$ cat src/rtl/captura_de_numero_if.sv
// Key/operand bus between the keypad reading stage, the operand capture
// block and the operand consumer.
interface captura_de_numero_if #(
  parameter int WIDTH  = 4,
  parameter int DIGITS = 4,
  parameter int BIN_W  = 14
) ();
  logic [WIDTH-1:0]             pressed_col_in;
  logic [WIDTH-1:0]             pressed_row_in;
  logic                         pressed_valid_in;
  logic                         ack_read;
  logic [BIN_W-1:0]             number_out;
  logic [4*DIGITS-1:0]          bcd_out;
  logic [$clog2(DIGITS+1)-1:0]  digit_count;
  logic                         number_valid;
  logic                         number_ack;
  logic [1:0]                   op_out;
  logic                         op_valid;
  logic                         key_error;

  // Environment side: reading stage plus operand consumer.
  modport master (
    output pressed_col_in, pressed_row_in, pressed_valid_in, number_ack,
    input  ack_read, number_out, bcd_out, digit_count, number_valid,
    input  op_out, op_valid, key_error
  );

  // Capture block side.
  modport slave (
    input  pressed_col_in, pressed_row_in, pressed_valid_in, number_ack,
    output ack_read, number_out, bcd_out, digit_count, number_valid,
    output op_out, op_valid, key_error
  );
endinterface

$ cat src/rtl/captura_de_numero.sv
// Operand capture: acknowledges latched keypad keys, decodes them against
// the 4x4 map and builds a decimal operand (binary + BCD). '*' clears,
// '#' commits, A-D are forwarded as operator codes. DIGITS must be >= 2.
module captura_de_numero #(
  parameter int WIDTH  = 4,
  parameter int DIGITS = 4,
  parameter int BIN_W  = 14
) (
  input  logic                 clk,
  input  logic                 rst,
  captura_de_numero_if.slave   bus
);
  localparam int BCD_W = 4 * DIGITS;
  localparam int CNT_W = $clog2(DIGITS + 1);

  // Decoded key codes: 0-9 digits, then '*', '#', and A-D as 12-15.
  localparam logic [3:0] KEY_STAR = 4'd10;
  localparam logic [3:0] KEY_HASH = 4'd11;

  typedef enum logic [1:0] {IDLE, ACK, WAIT_CLR} state_t;

  state_t             state, state_next;
  logic [BIN_W-1:0]   number_q, number_d;
  logic [BCD_W-1:0]   bcd_q, bcd_d;
  logic [CNT_W-1:0]   count_q, count_d;
  logic               nvalid_q, nvalid_d;
  logic [1:0]         op_q, op_d;
  logic               opv_q, opv_d;
  logic               err_q, err_d;
  logic [3:0]         key_code;
  logic               well_formed;
  logic               key_take;

  function automatic logic is_onehot(input logic [WIDTH-1:0] v);
    return (v != '0) && ((v & (v - WIDTH'(1))) == '0);
  endfunction

  function automatic logic [1:0] onehot_index(input logic [WIDTH-1:0] v);
    logic [1:0] idx;
    idx = '0;
    for (int i = 0; i < WIDTH; i++)
      if (v[i]) idx = i[1:0];
    return idx;
  endfunction

  function automatic logic [3:0] decode_key(input logic [1:0] row, input logic [1:0] col);
    logic [3:0] r4, c4;
    r4 = {2'b00, row};
    c4 = {2'b00, col};
    if (col == 2'd3)      return {2'b11, row};
    else if (row == 2'd3) begin
      case (col)
        2'd0:    return KEY_STAR;
        2'd1:    return 4'd0;
        default: return KEY_HASH;
      endcase
    end
    else                  return r4 * 4'd3 + c4 + 4'd1;
  endfunction

  assign well_formed = is_onehot(bus.pressed_row_in) && is_onehot(bus.pressed_col_in);
  assign key_code    = decode_key(onehot_index(bus.pressed_row_in),
                                  onehot_index(bus.pressed_col_in));
  assign key_take    = (state == IDLE) && bus.pressed_valid_in;

  // Handshake state register.
  always_ff @(posedge clk) begin
    if (rst) state <= IDLE;
    else     state <= state_next;
  end

  // Next state: one decode per latched key, then wait for the latch to clear.
  always_comb begin
    state_next = state;
    case (state)
      IDLE:     if (bus.pressed_valid_in) state_next = ACK;
      ACK:      state_next = WAIT_CLR;
      WAIT_CLR: if (!bus.pressed_valid_in) state_next = IDLE;
      default:  state_next = IDLE;
    endcase
  end

  // Operand update: consumer ack clears first, then the key acts on the result.
  always_comb begin
    number_d = number_q;
    bcd_d    = bcd_q;
    count_d  = count_q;
    nvalid_d = nvalid_q;
    op_d     = op_q;
    opv_d    = 1'b0;
    err_d    = 1'b0;
    if (nvalid_q && bus.number_ack) begin
      number_d = '0;
      bcd_d    = '0;
      count_d  = '0;
      nvalid_d = 1'b0;
    end
    if (key_take) begin
      if (!well_formed) begin
        err_d = 1'b1;
      end else if (key_code <= 4'd9) begin
        if ((count_d < CNT_W'(DIGITS)) && !nvalid_d) begin
          number_d = number_d * BIN_W'(10) + BIN_W'(key_code);
          bcd_d    = {bcd_d[BCD_W-5:0], key_code};
          count_d  = count_d + CNT_W'(1);
        end else begin
          err_d = 1'b1;
        end
      end else if (key_code == KEY_STAR) begin
        number_d = '0;
        bcd_d    = '0;
        count_d  = '0;
        nvalid_d = 1'b0;
      end else if (key_code == KEY_HASH) begin
        if ((count_d != '0) && !nvalid_d) nvalid_d = 1'b1;
      end else begin
        op_d  = key_code[1:0];
        opv_d = 1'b1;
      end
    end
  end

  // Operand and pulse output registers.
  always_ff @(posedge clk) begin
    if (rst) begin
      number_q <= '0;
      bcd_q    <= '0;
      count_q  <= '0;
      nvalid_q <= 1'b0;
      op_q     <= '0;
      opv_q    <= 1'b0;
      err_q    <= 1'b0;
    end else begin
      number_q <= number_d;
      bcd_q    <= bcd_d;
      count_q  <= count_d;
      nvalid_q <= nvalid_d;
      op_q     <= op_d;
      opv_q    <= opv_d;
      err_q    <= err_d;
    end
  end

  assign bus.ack_read     = (state == ACK);
  assign bus.number_out   = number_q;
  assign bus.bcd_out      = bcd_q;
  assign bus.digit_count  = count_q;
  assign bus.number_valid = nvalid_q;
  assign bus.op_out       = op_q;
  assign bus.op_valid     = opv_q;
  assign bus.key_error    = err_q;
endmodule
$ cat src/flat_wrapper.sv
// flat-port wrapper written by rule: the top's interface ports become plain ports
module captura_de_numero_flat 
#(
  parameter int WIDTH  = 4,
  parameter int DIGITS = 4,
  parameter int BIN_W  = 14
)
  (clk, rst, bus_pressed_col_in, bus_pressed_row_in, bus_pressed_valid_in, bus_number_ack, bus_ack_read, bus_number_out, bus_bcd_out, bus_digit_count, bus_number_valid, bus_op_out, bus_op_valid, bus_key_error);
  captura_de_numero_if #(.WIDTH(WIDTH), .DIGITS(DIGITS), .BIN_W(BIN_W)) bus_i ();
  input  logic clk;
  input  logic rst;
  input wire logic [$bits(bus_i.pressed_col_in)-1:0] bus_pressed_col_in;
  input wire logic [$bits(bus_i.pressed_row_in)-1:0] bus_pressed_row_in;
  input wire logic [$bits(bus_i.pressed_valid_in)-1:0] bus_pressed_valid_in;
  input wire logic [$bits(bus_i.number_ack)-1:0] bus_number_ack;
  output wire logic [$bits(bus_i.ack_read)-1:0] bus_ack_read;
  output wire logic [$bits(bus_i.number_out)-1:0] bus_number_out;
  output wire logic [$bits(bus_i.bcd_out)-1:0] bus_bcd_out;
  output wire logic [$bits(bus_i.digit_count)-1:0] bus_digit_count;
  output wire logic [$bits(bus_i.number_valid)-1:0] bus_number_valid;
  output wire logic [$bits(bus_i.op_out)-1:0] bus_op_out;
  output wire logic [$bits(bus_i.op_valid)-1:0] bus_op_valid;
  output wire logic [$bits(bus_i.key_error)-1:0] bus_key_error;
  assign bus_i.pressed_col_in = bus_pressed_col_in;
  assign bus_i.pressed_row_in = bus_pressed_row_in;
  assign bus_i.pressed_valid_in = bus_pressed_valid_in;
  assign bus_i.number_ack = bus_number_ack;
  assign bus_ack_read = bus_i.ack_read;
  assign bus_number_out = bus_i.number_out;
  assign bus_bcd_out = bus_i.bcd_out;
  assign bus_digit_count = bus_i.digit_count;
  assign bus_number_valid = bus_i.number_valid;
  assign bus_op_out = bus_i.op_out;
  assign bus_op_valid = bus_i.op_valid;
  assign bus_key_error = bus_i.key_error;
  captura_de_numero #(.WIDTH(WIDTH), .DIGITS(DIGITS), .BIN_W(BIN_W)) u_core (.clk(clk), .rst(rst), .bus(bus_i));
endmodule
$ cat config.mk
export PLATFORM = sky130hd
export DESIGN_NAME = captura_de_numero_flat
export DESIGN_NICKNAME = d
export VERILOG_FILES = /design/src/rtl/captura_de_numero_if.sv /design/src/rtl/captura_de_numero.sv /design/src/flat_wrapper.sv
export SDC_FILE = /design/constraint.sdc
export NUM_CORES = 1
export LEC_CHECK = 0
export BUFFER_PORTS_ARGS = -buffer_cell sky130_fd_sc_hd__buf_4
export CORE_ASPECT_RATIO = 1.2
export CORE_MARGIN = 5
export CORE_UTILIZATION = 35
export DETAILED_ROUTE_END_ITERATION = 8
export SYNTH_ARGS = -nofsm -noshare
export SYNTH_HDL_FRONTEND = slang
export SYNTH_SLANG_ARGS = --single-unit
$ cat constraint.sdc
create_clock -name clk -period 5.9 [get_ports clk]
set_clock_uncertainty 0.1 [all_clocks]
set_input_delay 1.475 -clock clk [delete_from_list [all_inputs] [get_ports clk]]
set_output_delay 1.475 -clock clk [all_outputs]
set_load 0.01 [all_outputs]
==> impl_metrics.yaml, run 1 <==
cells_and_area:
  fin_util_pct: 41.9
  finalNonFillerCells: 516
  nets: 440
  n_antenna_cell: 0
  drive_above_1_share_pct: 21.3
  area_delta_synth_final_pct: 18.3
  fillers: 885
cts:
  cts_hold_buf: 0
  root_buffer: "clkbuf_8"
  clk_pin_slew_ps: 80
  cts_max_level: 2
  cts_buffers: 5
  cts_resized: 0
  postCtsSetupBuffers: 0
  clock_tree.buffer_depth: 2
  clk_latency_ps: 300
  cts_tree: "yes"
  clock_sinks: 40
setup_path:
  worstSetupPathType: "primary input to flip-flop"
  crit_path_end_kind: "flip-flop"
  critical_path.cell_chain: "buf_4 -> or2_4 -> ha_1 -> fa_1 -> or2_1 -> a21oi_1 -> a21oi_1 -> ha_1 -> inv_1 -> fa_1 -> nor2b_1 -> o2111ai_1 -> nor4_1 -> nand4_1 -> xnor2_1 -> o41ai_1"
  critPathArrivalTime_ps: 5290
  cpPeakStageDelay_ps: 530
  required_ps: 5990
  r2r_start: "u_core.bus.number_valid"
  worstPathMaxFanout: 10
  cp-startpoint: "bus_pressed_col_in[3]"
  r2r-end: "u_core.bus.number_out[13]"
  rrSetupSlack_ps: 1860
  start_kind: "primary input"
  crit_family: "adder cells"
  slowest_stage: "nor4_1"
  path_buf_inv: 2
  ff2ff_path_depth: 12
sta:
  fin_tns_setup_ps: 0
  setup_viol: 0
  min_period_ps: 5200
  fmax_mhz: 192
  worst_pin_slew_ps: 568
  final.setup.worst_slack_ps: 703
  post-route-period-util_pct: 88.1
  maxSlewViolCount: 0
  rsz0062_at_grt: "false"
  relSlewSlack_pct: 61.9
  hold_viol_final: 0
logic_synthesis:
  ys_types: 70
  avgSynthCellArea_um2: 8.45
  ys_seq_area_share_pct: 26.7
  synth_fp_nets: 397
  yosysTopAreaCell: "dfxtp_1"
  ys_ff_latch: 40
  synth_warnings: 0
  netlist_area_um2: 3000
  synthTopCellsByArea: "dfxtp_1, ha_1, nor2_1"
  synth_top_area_share_pct: 26.7
  synthFlopType: "dfxtp_1"
  synthCells: 355
  synth_edf_count: 0
  async_flop_share_pct: 0
detailed_routing:
  drtPass1Iterations: 4
  antenna_left: 0
  vias: 2696
  drc: 0
  vias_per_cell: 5.22
  drtIter0Drc: 132
  finalWirelength_mm: 7.71
  post_drt_wl_per_cell_um: 14.9
flow_run:
  maxCapViolCount: 0
global_routing:
  grt_max_degree: 33
  grtUsageTotal_pct: 15.1
  antenna_found_initial: 0
  grt_util_met3_pct: 2.36
  grt_pass1_wl_mm: 12.9
  grt_pass1_vias: 2691
  use_met1_pct: 18.7
  grt_overflow_total: 0
  top_usage_layer: "met2"
  use_met2_pct: 26.4
floorplanning:
  ios: 51
  fp.dieW_um: 94.5
  start_util_pct: 35.4
  rows: 37
  die-area_um2: 10500
  coreArea_um2: 8470
  die_y_um: 111
pwr:
  ir_worst_vdd_v: 0.0000802
  cellPowerDensity_nw_per_um2: 167
  p_leak_nw: 1.54
place:
  place_inst: 508
  io_buffers: 50
  pre_cts_ws_ps: 435
  hpwlAfterDp_mm: 5.77
  gp_congestion: 0.841
worst_hold_path:
  min-delay-start: "u_core.bus.number_out[13]"
  min_path_cells: 2
  min_to: "u_core.bus.number_out[13]"
  hold_class: "flip-flop to flip-flop"
status:
  status: "complete, no violations"
-- stage by stage --
step           power (mW)  hold WS [ps]  area, µm²
6_report            0.593           395       3550
5_1_grt             0.622           436       3550
4_1_cts             0.604           397       3550
3_5_place_dp        0.364           382       3430
3_3_place_gp        0.364           379       3430
2_1_floorplan       0.343           377       3000
-- worst register-to-register path: stages, from the launching register on --
cell and delay (ps):
dfxtp_1 530, nand2_1 310, and2_1 300, ha_1 300, ha_1 250, fa_1 420
a211o_1 350, o21a_1 130, xnor2_1 190, nor4_1 500, nand4_1 170, xnor2_1 160
o41ai_1 230
-- power by group --
group / leakage, nW / total (mW) / internal, mW / switching, mW
logic: 1.16 / 0.0851 / 0.0319 / 0.0531
clock network: 0.0583 / 0.234 / 0.128 / 0.107
registers: 0.323 / 0.273 / 0.272 / 0.00153
total: 1.54 / 0.593 / 0.431 / 0.162
-- layout make-up --
cell class	count	area (µm²)	share of cell area, %
flip-flops and latches	40	801	22.6
well taps	117	146	4.13
inverters	14	52.6	1.48
multi-input cells	284	2030	57.3
clock inverters	3	47.5	1.34
repair buffers	53	398	11.2
clock buffers	5	68.8	1.94
-- how the worst max path moves through the flow --
stage                                     end  slack [ps]  cells after the start
floorplan           u_core.bus.number_out[13]         790                     16
global placement    u_core.bus.number_out[13]         560                     16
detailed placement  u_core.bus.number_out[13]         430                     16
CTS                 u_core.bus.number_out[13]         740                     16
global route        u_core.bus.number_out[13]         460                     18
finish              u_core.bus.number_out[13]         700                     16
-- cell usage in the layout, fill, tap and decap left out, drive strengths merged, types with 5 or more instances in the layout --
master  instances
inv            14
o21ai          18
a22oi          16
xnor2          12
a211oi         11
nor3            5
ha             27
and2           14
nand2          23
nand2b          6
a21o            6
xor2            8
dfxtp          40
clkbuf          5
buf            53
or2             6
nor2           42
a21oi          26
nand3          10
-- kinds of logic after synthesis --
group,count (synthesis),share of synthesized area [%]
AO/OA/AOI/OAI,107,25.7
XOR/XNOR,20,6.09
adder cells (fa/ha/maj),30,13.3
buffers and inverters,31,5.51
flip-flops,40,26.7
multiplexers,2,0.668
AND/OR/NAND/NOR,125,22.1
-- per-layer routing --
metal / share of wire, % / vias to the layer above
met5: 0 / -
met4: 1.7 / 0
met3: 3.5 / 11
met2: 50 / 48
met1: 45 / 1260
li1: - / 1377
-- synthesized netlist by cell type, types with 3 or more instances --
master	count
nor2_1	39
xnor2_1	11
or2_2	3
buf_6	4
nor3_1	4
a21o_1	6
a21oi_1	25
a22oi_1	16
buf_1	3
fa_1	3
xor2_1	8
clkbuf_1	3
o21a_1	4
dfxtp_1	40
o31ai_1	3
and2_1	14
inv_1	13
a211oi_1	10
nand3_1	9
nand2b_1	5
ha_1	27
nand4_1	3
nand2_1	23
o21ai_0	14
nor2b_1	4
buf_4	4
-- sequential cells by signal (all words and copies together), names as in the netlist --
register	flops
u_core.bus.bcd_out	16
u_core.bus.digit_count	3
u_core.bus.key_error	1
u_core.bus.number_out	14
u_core.bus.number_valid	1
u_core.bus.op_out	2
u_core.bus.op_valid	1
u_core.state	2
Note: power is estimated with default switching activity, not from simulation.
==> inputs of run 2 (changes only) <==
--- a/config.mk
+++ b/config.mk
@@ -6,7 +6,7 @@
 export NUM_CORES = 1
 export LEC_CHECK = 0
 export BUFFER_PORTS_ARGS = -buffer_cell sky130_fd_sc_hd__buf_4
-export CORE_ASPECT_RATIO = 1.2
+export CORE_ASPECT_RATIO = 0.75
 export CORE_MARGIN = 5
 export CORE_UTILIZATION = 35
 export DETAILED_ROUTE_END_ITERATION = 8
==> constraint.sdc (replaced) <==
create_clock -name clk -period 6.15 [get_ports clk]
set_clock_uncertainty 0.1 [all_clocks]
set_input_delay 1.5375 -clock clk [delete_from_list [all_inputs] [get_ports clk]]
set_output_delay 1.5375 -clock clk [all_outputs]
set_load 0.01 [all_outputs]
==> run 2 against run 1 <==
Net effect:
- global-route usage rose by 0.70 points
- critical path depth grew 2
- routed wire length up 3.3%
- sequential cell count did not move
- clock power is 8% higher
- highest routed layer unchanged
- die area is 0.11% higher
- via count barely moved
- non-clock buffer count unchanged
- setup slack improved by 99 ps
- worst hold slack improved by 0.66 ps
- count of clock-buffer cells in the layout stayed put
==> impl_metrics.yaml, run 2 (synthesized netlist as in run 1, its figures left out) <==
pwr:
  cellPowerDensity_nw_per_um2: 168
  p_leak_nw: 1.55
  ir_worst_vdd_v: 0.000101
  power_mw: 0.598
floorplanning:
  start_util_pct: 35.6
  die_y_um: 90.2
  ios: 51
  die-area_um2: 10500
  rows: 29
  coreArea_um2: 8420
  fp.dieW_um: 117
sta:
  final.setup.worst_slack_ps: 802
  worst_pin_slew_ps: 576
  relSlewSlack_pct: 61.3
  min_period_ps: 5350
  fin_tns_setup_ps: 0
  hold_viol_final: 0
  maxSlewViolCount: 0
  fmax_mhz: 187
  setup_viol: 0
  rsz0062_at_grt: "false"
  post-route-period-util_pct: 87.0
place:
  io_buffers: 50
  gp_congestion: 0.814
  place_inst: 499
  dpl_cell_area_um2: 3420
  hpwlAfterDp_mm: 6.03
  pre_cts_ws_ps: 602
global_routing:
  grt_max_degree: 33
  antenna_found_initial: 0
  grt_pass1_wl_mm: 13.5
  grt_pass1_vias: 2622
  grtUsageTotal_pct: 15.8
  grt_overflow_total: 0
flow_run:
  maxCapViolCount: 0
worst_hold_path:
  min_to: "u_core.bus.bcd_out[3]"
  min_path_cells: 2
  min-delay-start: "u_core.bus.bcd_out[3]"
  hold_class: "flip-flop to flip-flop"
cts:
  clock_sinks: 40
  cts_hold_buf: 0
  clk_pin_slew_ps: 60
  cts_max_level: 2
  clock_tree.buffer_depth: 2
  cts_buffers: 5
  cts_tree: "yes"
  root_buffer: "clkbuf_16"
  postCtsSetupBuffers: 0
  cts_resized: 0
  clk_latency_ps: 280
setup_path:
  worstSetupPathType: "primary input to flip-flop"
  r2r-end: "u_core.bus.number_out[13]"
  rrSetupSlack_ps: 2110
  critPathArrivalTime_ps: 5420
  r2r_start: "u_core.bus.number_valid"
  start_kind: "primary input"
  required_ps: 6220
  crit_path_end_kind: "flip-flop"
  ff2ff_path_depth: 12
  worstPathMaxFanout: 4
detailed_routing:
  vias: 2695
  finalWirelength_mm: 7.96
  drtPass1Iterations: 4
  post_drt_wl_per_cell_um: 15.7
  antenna_left: 0
  drc: 0
  vias_per_cell: 5.33
  drtIter0Drc: 219
cells_and_area:
  n_antenna_cell: 0
  finalNonFillerCells: 506
  nets: 440
  seqCellArea_um2: 801
  final_common_cell: "buf_4"
  area_delta_synth_final_pct: 18.6
  largest_reg_flops: 16
  final_cell_mix: "buf_4, dfxtp_1, nor2_1"
  multi_input_area_um2: 2030
  drive_above_1_share_pct: 21.1
  fillers: 883
  design_area_um2: 3560
status:
  status: "complete, no violations"
==> run 2: layout make-up <==
type | instances | share of cell area [%]
repair buffers | 53 | 11.2
well taps | 108 | 3.80
clock inverters | 2 | 0.352
flip-flops and latches | 40 | 22.5
inverters | 14 | 1.48
clock buffers | 5 | 3.52
multi-input cells | 284 | 57.2
==> run 2: power by group <==
part,leakage (nW),internal [mW],switching (mW)
clock network,0.0657,0.147,0.106
registers,0.323,0.261,0.00151
logic,1.16,0.0305,0.0517
==> run 2: metal layers <==
metal	wire length (µm)	GRT usage, %
met5	0	0
met4	45	2.58
met3	510	3.62
met2	3170	21.7
met1	4230	24.8
==> run 2: worst max-delay path: stages <==
cell	delay, ps
buf_4	120
nor2b_1	320
nor2_1	120
inv_1	140
a21oi_1	70
fa_1	470
or2_1	110
a21oi_1	80
a21oi_1	290
ha_1	230
inv_1	50
fa_1	400
nor2b_1	160
o2111ai_1	200
nor4_1	510
nand4_1	180
xnor2_1	160
o41ai_1	250
==> run 2: worst max-delay path by stage <==
stage                                startpoint                        end  depth (start not counted)
after floorplan           bus_pressed_col_in[3]  u_core.bus.number_out[13]                         16
after global placement    bus_pressed_col_in[3]  u_core.bus.number_out[13]                         16
after detailed placement  bus_pressed_col_in[3]  u_core.bus.number_out[13]                         16
after CTS                 bus_pressed_col_in[2]  u_core.bus.number_out[13]                         18
after global routing      bus_pressed_col_in[2]  u_core.bus.number_out[13]                         18
final                     bus_pressed_col_in[2]  u_core.bus.number_out[13]                         18
==> run 2: through the flow <==
stage | hold WS, ps | utilization (%)
after detailed placement | 388 | 40.6
after global placement | 375 | 40.6
after floorplan | 377 | -
after CTS | 397 | 42.3
after global routing | 428 | 42.3
final | 396 | 42.3
